--- config.mk ---
export PLATFORM = sky130hd
export DESIGN_NAME = coincidence_integrator
export DESIGN_NICKNAME = d
export VERILOG_FILES = /design/src/rtl/coincidence_pkg.sv /design/src/rtl/coincidence_integrator_sat_counter.sv /design/src/rtl/coincidence_integrator.sv
export SDC_FILE = /design/constraint.sdc
export NUM_CORES = 1
export LEC_CHECK = 0
export ABC_AREA = 1
export BUFFER_PORTS_ARGS = -buffer_cell sky130_fd_sc_hd__buf_2
export CORE_MARGIN = 2
export CORE_UTILIZATION = 55
export DETAILED_ROUTE_END_ITERATION = 16
export PLACE_DENSITY = 0.74
export SYNTH_ARGS = -nofsm -noshare
export SYNTH_HDL_FRONTEND = slang
export SYNTH_SLANG_ARGS = --single-unit
--- constraint.sdc ---
create_clock -name clk -period 23.1 [get_ports clk]
set_input_delay 1.155 -clock clk [delete_from_list [all_inputs] [get_ports clk]]
set_output_delay 1.155 -clock clk [all_outputs]
set_load 0.01 [all_outputs]
--- src/rtl/coincidence_pkg.sv ---
// coincidence_pkg
//   Shared types and helpers for the coincidence integrator:
//   - state_t      : integrator FSM states (IDLE, RUN)
//   - COUNT_MAX    : all-ones value for the default 32-bit count width
//   - sat_inc()    : saturating +1 for any count width up to 64 bits
package coincidence_pkg;

  typedef enum logic [0:0] {
    IDLE = 1'b0,
    RUN  = 1'b1
  } state_t;

  localparam int unsigned COUNT_WIDTH_DEFAULT = 32;
  localparam logic [COUNT_WIDTH_DEFAULT-1:0] COUNT_MAX = '1;

  // Saturating increment. Callers zero-extend their value to 64 bits and
  // pass their real width, so one function serves every counter size.
  function automatic logic [63:0] sat_inc(input logic [63:0] value,
                                          input int unsigned width);
    logic [63:0] max_v;
    max_v = (width >= 64) ? '1 : ((64'd1 << width) - 64'd1);
    return (value >= max_v) ? max_v : (value + 64'd1);
  endfunction

endpackage

--- src/rtl/coincidence_integrator_sat_counter.sv ---
// sat_counter
//   Clearable counter that sticks at its all-ones value instead of wrapping.
//   Ports:
//     clk, rst    : clock, asynchronous active-high reset
//     clear       : restart from 0 on the next edge (wins over inc)
//     inc         : count this cycle
//     count_next  : saturating count including this cycle's increment,
//                   i.e. the value the register takes when clear is low.
//                   The integrator snapshots this at window end so the
//                   final sample lands in the result.
module sat_counter
  import coincidence_pkg::*;
#(
  parameter int unsigned WIDTH = 32
) (
  input  logic             clk,
  input  logic             rst,
  input  logic             clear,
  input  logic             inc,
  output logic [WIDTH-1:0] count_next
);

  logic [WIDTH-1:0] count_q;
  logic [63:0]      count_ext;
  logic [63:0]      inc_ext;

  always_comb begin
    count_ext             = '0;
    count_ext[WIDTH-1:0]  = count_q;
    inc_ext               = sat_inc(count_ext, WIDTH);
    count_next            = inc ? inc_ext[WIDTH-1:0] : count_q;
  end

  always_ff @(posedge clk or posedge rst) begin
    if (rst) begin
      count_q <= '0;
    end else if (clear) begin
      count_q <= '0;
    end else begin
      count_q <= count_next;
    end
  end

endmodule

--- src/rtl/coincidence_integrator.sv ---
// coincidence_integrator
//   Samples sig_a / sig_b on every tick strobe while running and, over a
//   window of window_len ticks, accumulates per-channel and coincidence
//   (A AND B) counts. Each completed window is offered through a
//   single-entry result register.
//
//   Handshake: a result transfers on any edge where out_valid and out_ready
//   are both 1. out_valid stays high and count_* stay stable until that
//   transfer. A window that ends while a result is held and out_ready is 0
//   is dropped and sets the sticky overrun flag.
//
//   Ports:
//     clk, rst            : clock, asynchronous active-high reset
//     enable              : run control; low returns to IDLE
//     tick                : sample strobe (one-cycle pulses)
//     window_len          : ticks per window, 0 behaves as 1
//     sig_a, sig_b        : channel bits
//     out_ready           : consumer accepts the result
//     out_valid           : result register holds an unconsumed result
//     count_a/_b/_ab      : result counts
//     overrun             : sticky, a completed window was dropped
//     state_dbg           : current FSM state
module coincidence_integrator
  import coincidence_pkg::*;
#(
  parameter int unsigned COUNT_WIDTH  = 32,
  parameter int unsigned WINDOW_WIDTH = 32
) (
  input  logic                    clk,
  input  logic                    rst,
  input  logic                    enable,
  input  logic                    tick,
  input  logic [WINDOW_WIDTH-1:0] window_len,
  input  logic                    sig_a,
  input  logic                    sig_b,
  input  logic                    out_ready,
  output logic                    out_valid,
  output logic [COUNT_WIDTH-1:0]  count_a,
  output logic [COUNT_WIDTH-1:0]  count_b,
  output logic [COUNT_WIDTH-1:0]  count_ab,
  output logic                    overrun,
  output state_t                  state_dbg
);

  localparam logic [WINDOW_WIDTH-1:0] WIN_ONE = WINDOW_WIDTH'(1);

  state_t state_q;
  state_t state_next;

  logic running;   // RUN and staying in RUN this cycle
  logic start;     // IDLE -> RUN edge
  logic stop;      // RUN -> IDLE edge

  logic [WINDOW_WIDTH-1:0] tick_cnt;
  logic [WINDOW_WIDTH-1:0] win_q;
  logic [WINDOW_WIDTH-1:0] win_load;

  logic tick_take;
  logic window_end;
  logic acc_clear;
  logic res_load;

  logic [COUNT_WIDTH-1:0] acc_a_next;
  logic [COUNT_WIDTH-1:0] acc_b_next;
  logic [COUNT_WIDTH-1:0] acc_ab_next;

  // ---------------------------------------------------------------- FSM
  always_ff @(posedge clk or posedge rst) begin
    if (rst) begin
      state_q <= IDLE;
    end else begin
      state_q <= state_next;
    end
  end

  always_comb begin
    state_next = state_q;
    case (state_q)
      IDLE:    if (enable)  state_next = RUN;
      RUN:     if (!enable) state_next = IDLE;
      default: state_next = IDLE;
    endcase
  end

  always_comb begin
    running   = (state_q == RUN) && enable;
    start     = (state_q == IDLE) && enable;
    stop      = (state_q == RUN) && !enable;
    state_dbg = state_q;
  end

  // ------------------------------------------------------ window control
  // Ticks are taken only in RUN, so a tick on the enable-rise cycle is
  // ignored and a tick on the enable-fall cycle is discarded with the
  // partial window.
  assign tick_take  = running && tick;
  assign window_end = tick_take && (tick_cnt == (win_q - WIN_ONE));
  assign win_load   = (window_len == '0) ? WIN_ONE : window_len;

  // Accumulators sit at zero outside RUN and restart at window end; the
  // window-end sample still reaches the result through count_next.
  assign acc_clear = !running || window_end;

  always_ff @(posedge clk or posedge rst) begin
    if (rst) begin
      tick_cnt <= '0;
      win_q    <= '0;
    end else begin
      if (!running || window_end) begin
        tick_cnt <= '0;
      end else if (tick_take) begin
        tick_cnt <= tick_cnt + WIN_ONE;
      end
      if (start || window_end) begin
        win_q <= win_load;
      end
    end
  end

  sat_counter #(.WIDTH(COUNT_WIDTH)) u_acc_a (
    .clk        (clk),
    .rst        (rst),
    .clear      (acc_clear),
    .inc        (tick_take && sig_a),
    .count_next (acc_a_next)
  );

  sat_counter #(.WIDTH(COUNT_WIDTH)) u_acc_b (
    .clk        (clk),
    .rst        (rst),
    .clear      (acc_clear),
    .inc        (tick_take && sig_b),
    .count_next (acc_b_next)
  );

  sat_counter #(.WIDTH(COUNT_WIDTH)) u_acc_ab (
    .clk        (clk),
    .rst        (rst),
    .clear      (acc_clear),
    .inc        (tick_take && sig_a && sig_b),
    .count_next (acc_ab_next)
  );

  // ------------------------------------------------------ result register
  // The register is free when empty or when its content leaves this edge,
  // which keeps window_len=1 streaming at one result per tick.
  assign res_load = window_end && (!out_valid || out_ready);

  always_ff @(posedge clk or posedge rst) begin
    if (rst) begin
      out_valid <= 1'b0;
      count_a   <= '0;
      count_b   <= '0;
      count_ab  <= '0;
    end else if (res_load) begin
      out_valid <= 1'b1;
      count_a   <= acc_a_next;
      count_b   <= acc_b_next;
      count_ab  <= acc_ab_next;
    end else if (out_valid && out_ready) begin
      out_valid <= 1'b0;
    end
  end

  always_ff @(posedge clk or posedge rst) begin
    if (rst) begin
      overrun <= 1'b0;
    end else if (stop) begin
      overrun <= 1'b0;
    end else if (window_end && out_valid && !out_ready) begin
      overrun <= 1'b1;
    end
  end

endmodule

==> results.toml <==
[power]
leakagePower_uw = 0.00877
irDropWorstVdd_mv = 0.0534
powerDensity_mw_per_mm2 = 57.3
comb_power_share_pct = 8.5
switching_share_pct = 25.6
net-switching-power_uw = 257
power_frac_seq_pct = 47.3
p_int_uw = 746
clkPwrFrac_pct = 44.3

[sta]
finalWorstSetupSlack_ns = 19.01
rsz0062_at_grt = "false"
relSlewSlack_pct = 21.8
drv_slew = 0
tightest_slew_ns = 1.17
skew_ns = 0.0135
fin_setup_tns_ns = 0
hold_viol_final = 0
fmax_mhz = 244
finalCritPeriodShare_pct = 17.7
setup_viol = 0
post-route-min-period_ns = 4.09

[clock_network]
clk_latency_ns = 0.56
cts-root-buf = "clkbuf_16"
clkTransAtPathRegs_ns = 0.06
hold_buffers = 0
cts-resized-gates = 0
cts_tree = "yes"
cts_setup_buffers = 0
htreeDepth = 1
clkSinkCount = 259
cts_buffers = 28
cts_buffer_depth = 3

[critical_path]
end_kind = "flop"
crit_chain = "nor2_2 -> nand2_2 -> nor2_1 -> nand2_1 -> nor2_1 -> nor2_1 -> nor2_1 -> nand2_1 -> nor2_1 -> nand2_1 -> nor2_2 -> nand2_2 -> nand2_4 -> buf_4 -> nor2_1"
path_buf_inv = 1
reg2reg_slack_ns = 19.01
cp_top_family = "simple AND/OR/NAND/NOR gates"
required_ns = 23.50
critPathKind = "flop to flop"
crit_end = "u_acc_a.count_q[1]$_DFF_PP0_"
r2r-start = "win_q[2]$_DFFE_PP0P_"
crit_path_max_incr_delay_ns = 0.84
crit_fanout = 87
crit_cells = 15
startpoint = "win_q[2]$_DFFE_PP0P_"
crit_slowest_cell = "buf_4"
cp.arrival_ns = 4.49
rr_endpoint = "u_acc_a.count_q[1]$_DFF_PP0_"
r2r_cells = 15
crit_top_cell = "nor2_1"
cp-start-kind = "flop"

[floorplan]
initial_core_util_pct = 56.2
coreArea_mm2 = 0.0280
die_w_um = 173
dieArea_mm2 = 0.0300
io_pins = 138
fp-row-count = 61
fp.dieH_um = 173

[min_path]
hold_depth = 2
hold_class = "flop to flop"

[global_routing]
first_global_vias = 14100
grt.total_usage_pct = 27.5
overflow = 0
grt_first_pass_wirelength_um = 69200
antenna_found_initial = 2
grt_max_degree = 121

[logic_synthesis]
synthArstFlopShare_pct = 100
synth_edf_count = 0
synth_seq_cells = 259
ys_warn_count = 0
yosysTopAreaCell = "dfrtp_1"
yosysSeqAreaShare_pct = 41.2
yosysTopAreaCellShare_pct = 41.2
syn-num-nets = 2320
netlist_instances = 2276
synth.distinct_cells = 39
synth_ff_type = "dfrtp_1"
syn_area_mm2 = 0.0157
ys_top_cells_by_area = "dfrtp_1 41%, nand2_1 17%, nor2_1 8.1%"
syn_area_per_cell_um2 = 6.92

[run]
max_cap_violations = 0

[route]
dr.pass1.iters = 6
finalWirelength_um = 41200
via_count = 14900
wl_per_cell_um = 14.8
avgViaCountPerCell = 5.37
route.detailed.drc = 0
drtIter0Drc = 1120
detail-route-antenna-nets = 0

[placed_design]
globalplace.congestion = 0.963
numPortBuffers = 137
dpl.hpwl_um = 29300
place_ws_ns = 18.55

[outcome]
outcome = "finished, final reports clean"

[final_layout]
final_util_pct = 62.4
nNetsFinal = 2415
final_layout_size_suffix_gt1_share_pct = 10.4
flow.area_growth_from_synthesis_pct = 11.1
-- kinds of logic after synthesis --
kind of cell,Yosys count,synth area share [%]
adders and majority gates,5,0.397
AOI/OAI and AO/OA,100,3.48
xor gates and xnor gates,75,4.17
DFF,259,41.2
and+or+nand+nor,1502,42.0
buffers and inverters,335,8.82
-- metal layers --
layer  global-route usage [%]  routed length (um)  vias up
met5                        0                   0        -
met4                     6.39                 666        0
met3                     2.81                2010       55
met2                     44.0               18600      376
met1                     40.4               19900     6986
li1                         -                   -     7487
-- per-stage QoR --
step           total power, uW  cells  hold WS [ns]  area [um^2]
6_report                  1000   2773         0.461        17500
4_1_cts                   1010   2771         0.468        17500
5_1_grt                   1040   2773         0.480        17500
3_3_place_gp               565   2719         0.448        16600
3_5_place_dp               567   2719         0.453        16600
2_1_floorplan              544   2276         0.495        15700
-- state kept, by name, summed over array words and instances, names as in the netlist --
register	flops
overrun	1
tick_cnt	32
out_valid	1
count_b	32
state_dbg	1
u_acc_a.count_q	32
win_q	32
u_acc_ab.count_q	32
count_a	32
count_ab	32
u_acc_b.count_q	32
-- synthesized netlist by cell type, types with 2 or more instances --
cell,count
nand2_1,698
nor2_1,341
dfrtp_1,259
inv_1,250
nand3_1,169
nand4_1,158
xor2_1,49
o21ai_0,48
nor3_1,47
clkbuf_1,33
a21oi_1,32
or2_2,26
xnor2_1,26
buf_2,23
nand3b_1,21
buf_4,17
nor4_1,11
o21bai_1,11
nor2_2,8
nor2_4,8
buf_6,5
ha_1,5
nand2_2,5
o21a_1,3
and2_1,2
buf_1,2
clkinv_1,2
inv_2,2
nand3_2,2
nor3_2,2
nor3b_1,2
o22ai_1,2
-- area by class of cell --
cell class                 instances  area, um^2
multi-input combinational       1682        7890
clock inverter                    12         109
fill                            2675       10500
antenna                            2        5.00
inverter                         254         961
timing repair buffer             146         753
clock buffer                      40         816
tap                              378         473
sequential                       259        6480
-- cells in the final DEF (no fill, tap or decap), types with 11 or more instances in the layout --
cell / n
nor3_1: 47
o21ai_0: 48
or2_2: 26
nand3_1: 169
nand2_1: 697
o21bai_1: 11
nor4_1: 11
a21oi_1: 32
clkbuf_16: 28
xor2_1: 49
xnor2_1: 26
buf_2: 137
nor2_1: 341
dfrtp_1: 259
nand3b_1: 21
nand4_1: 158
inv_1: 249
-- worst min-delay path by stage --
stage                                   startpoint                        to  slack [ns]
after floorplan              win_q[31]$_DFFE_PP0P_     win_q[31]$_DFFE_PP0P_        0.49
after global placement     count_b[19]$_DFFE_PP0P_   count_b[19]$_DFFE_PP0P_        0.45
after detailed placement  count_ab[28]$_DFFE_PP0P_  count_ab[28]$_DFFE_PP0P_        0.45
after CTS                 count_ab[28]$_DFFE_PP0P_  count_ab[28]$_DFFE_PP0P_        0.47
after global routing      count_ab[15]$_DFFE_PP0P_  count_ab[15]$_DFFE_PP0P_        0.48
final                      count_ab[0]$_DFFE_PP0P_   count_ab[0]$_DFFE_PP0P_        0.46
-- worst reg2reg max path, delay by kind of cell, from the launching register on --
kind / cells / cell delay, ns
DFF: 1 / 0.44
and+or+nand+nor: 14 / 2.64
buffers and inverters: 1 / 0.86
-- power by group through the flow --
stage                     clock network, uW  logic, uW  registers (uW)
after floorplan                           0       66.0             478
after global placement                    0       83.6             481
after detailed placement                  0       84.7             482
after CTS                               454       85.2             474
after global routing                    472       97.6             475
final                                   444       84.9             474
Note: power is estimated with default switching activity, not from simulation.
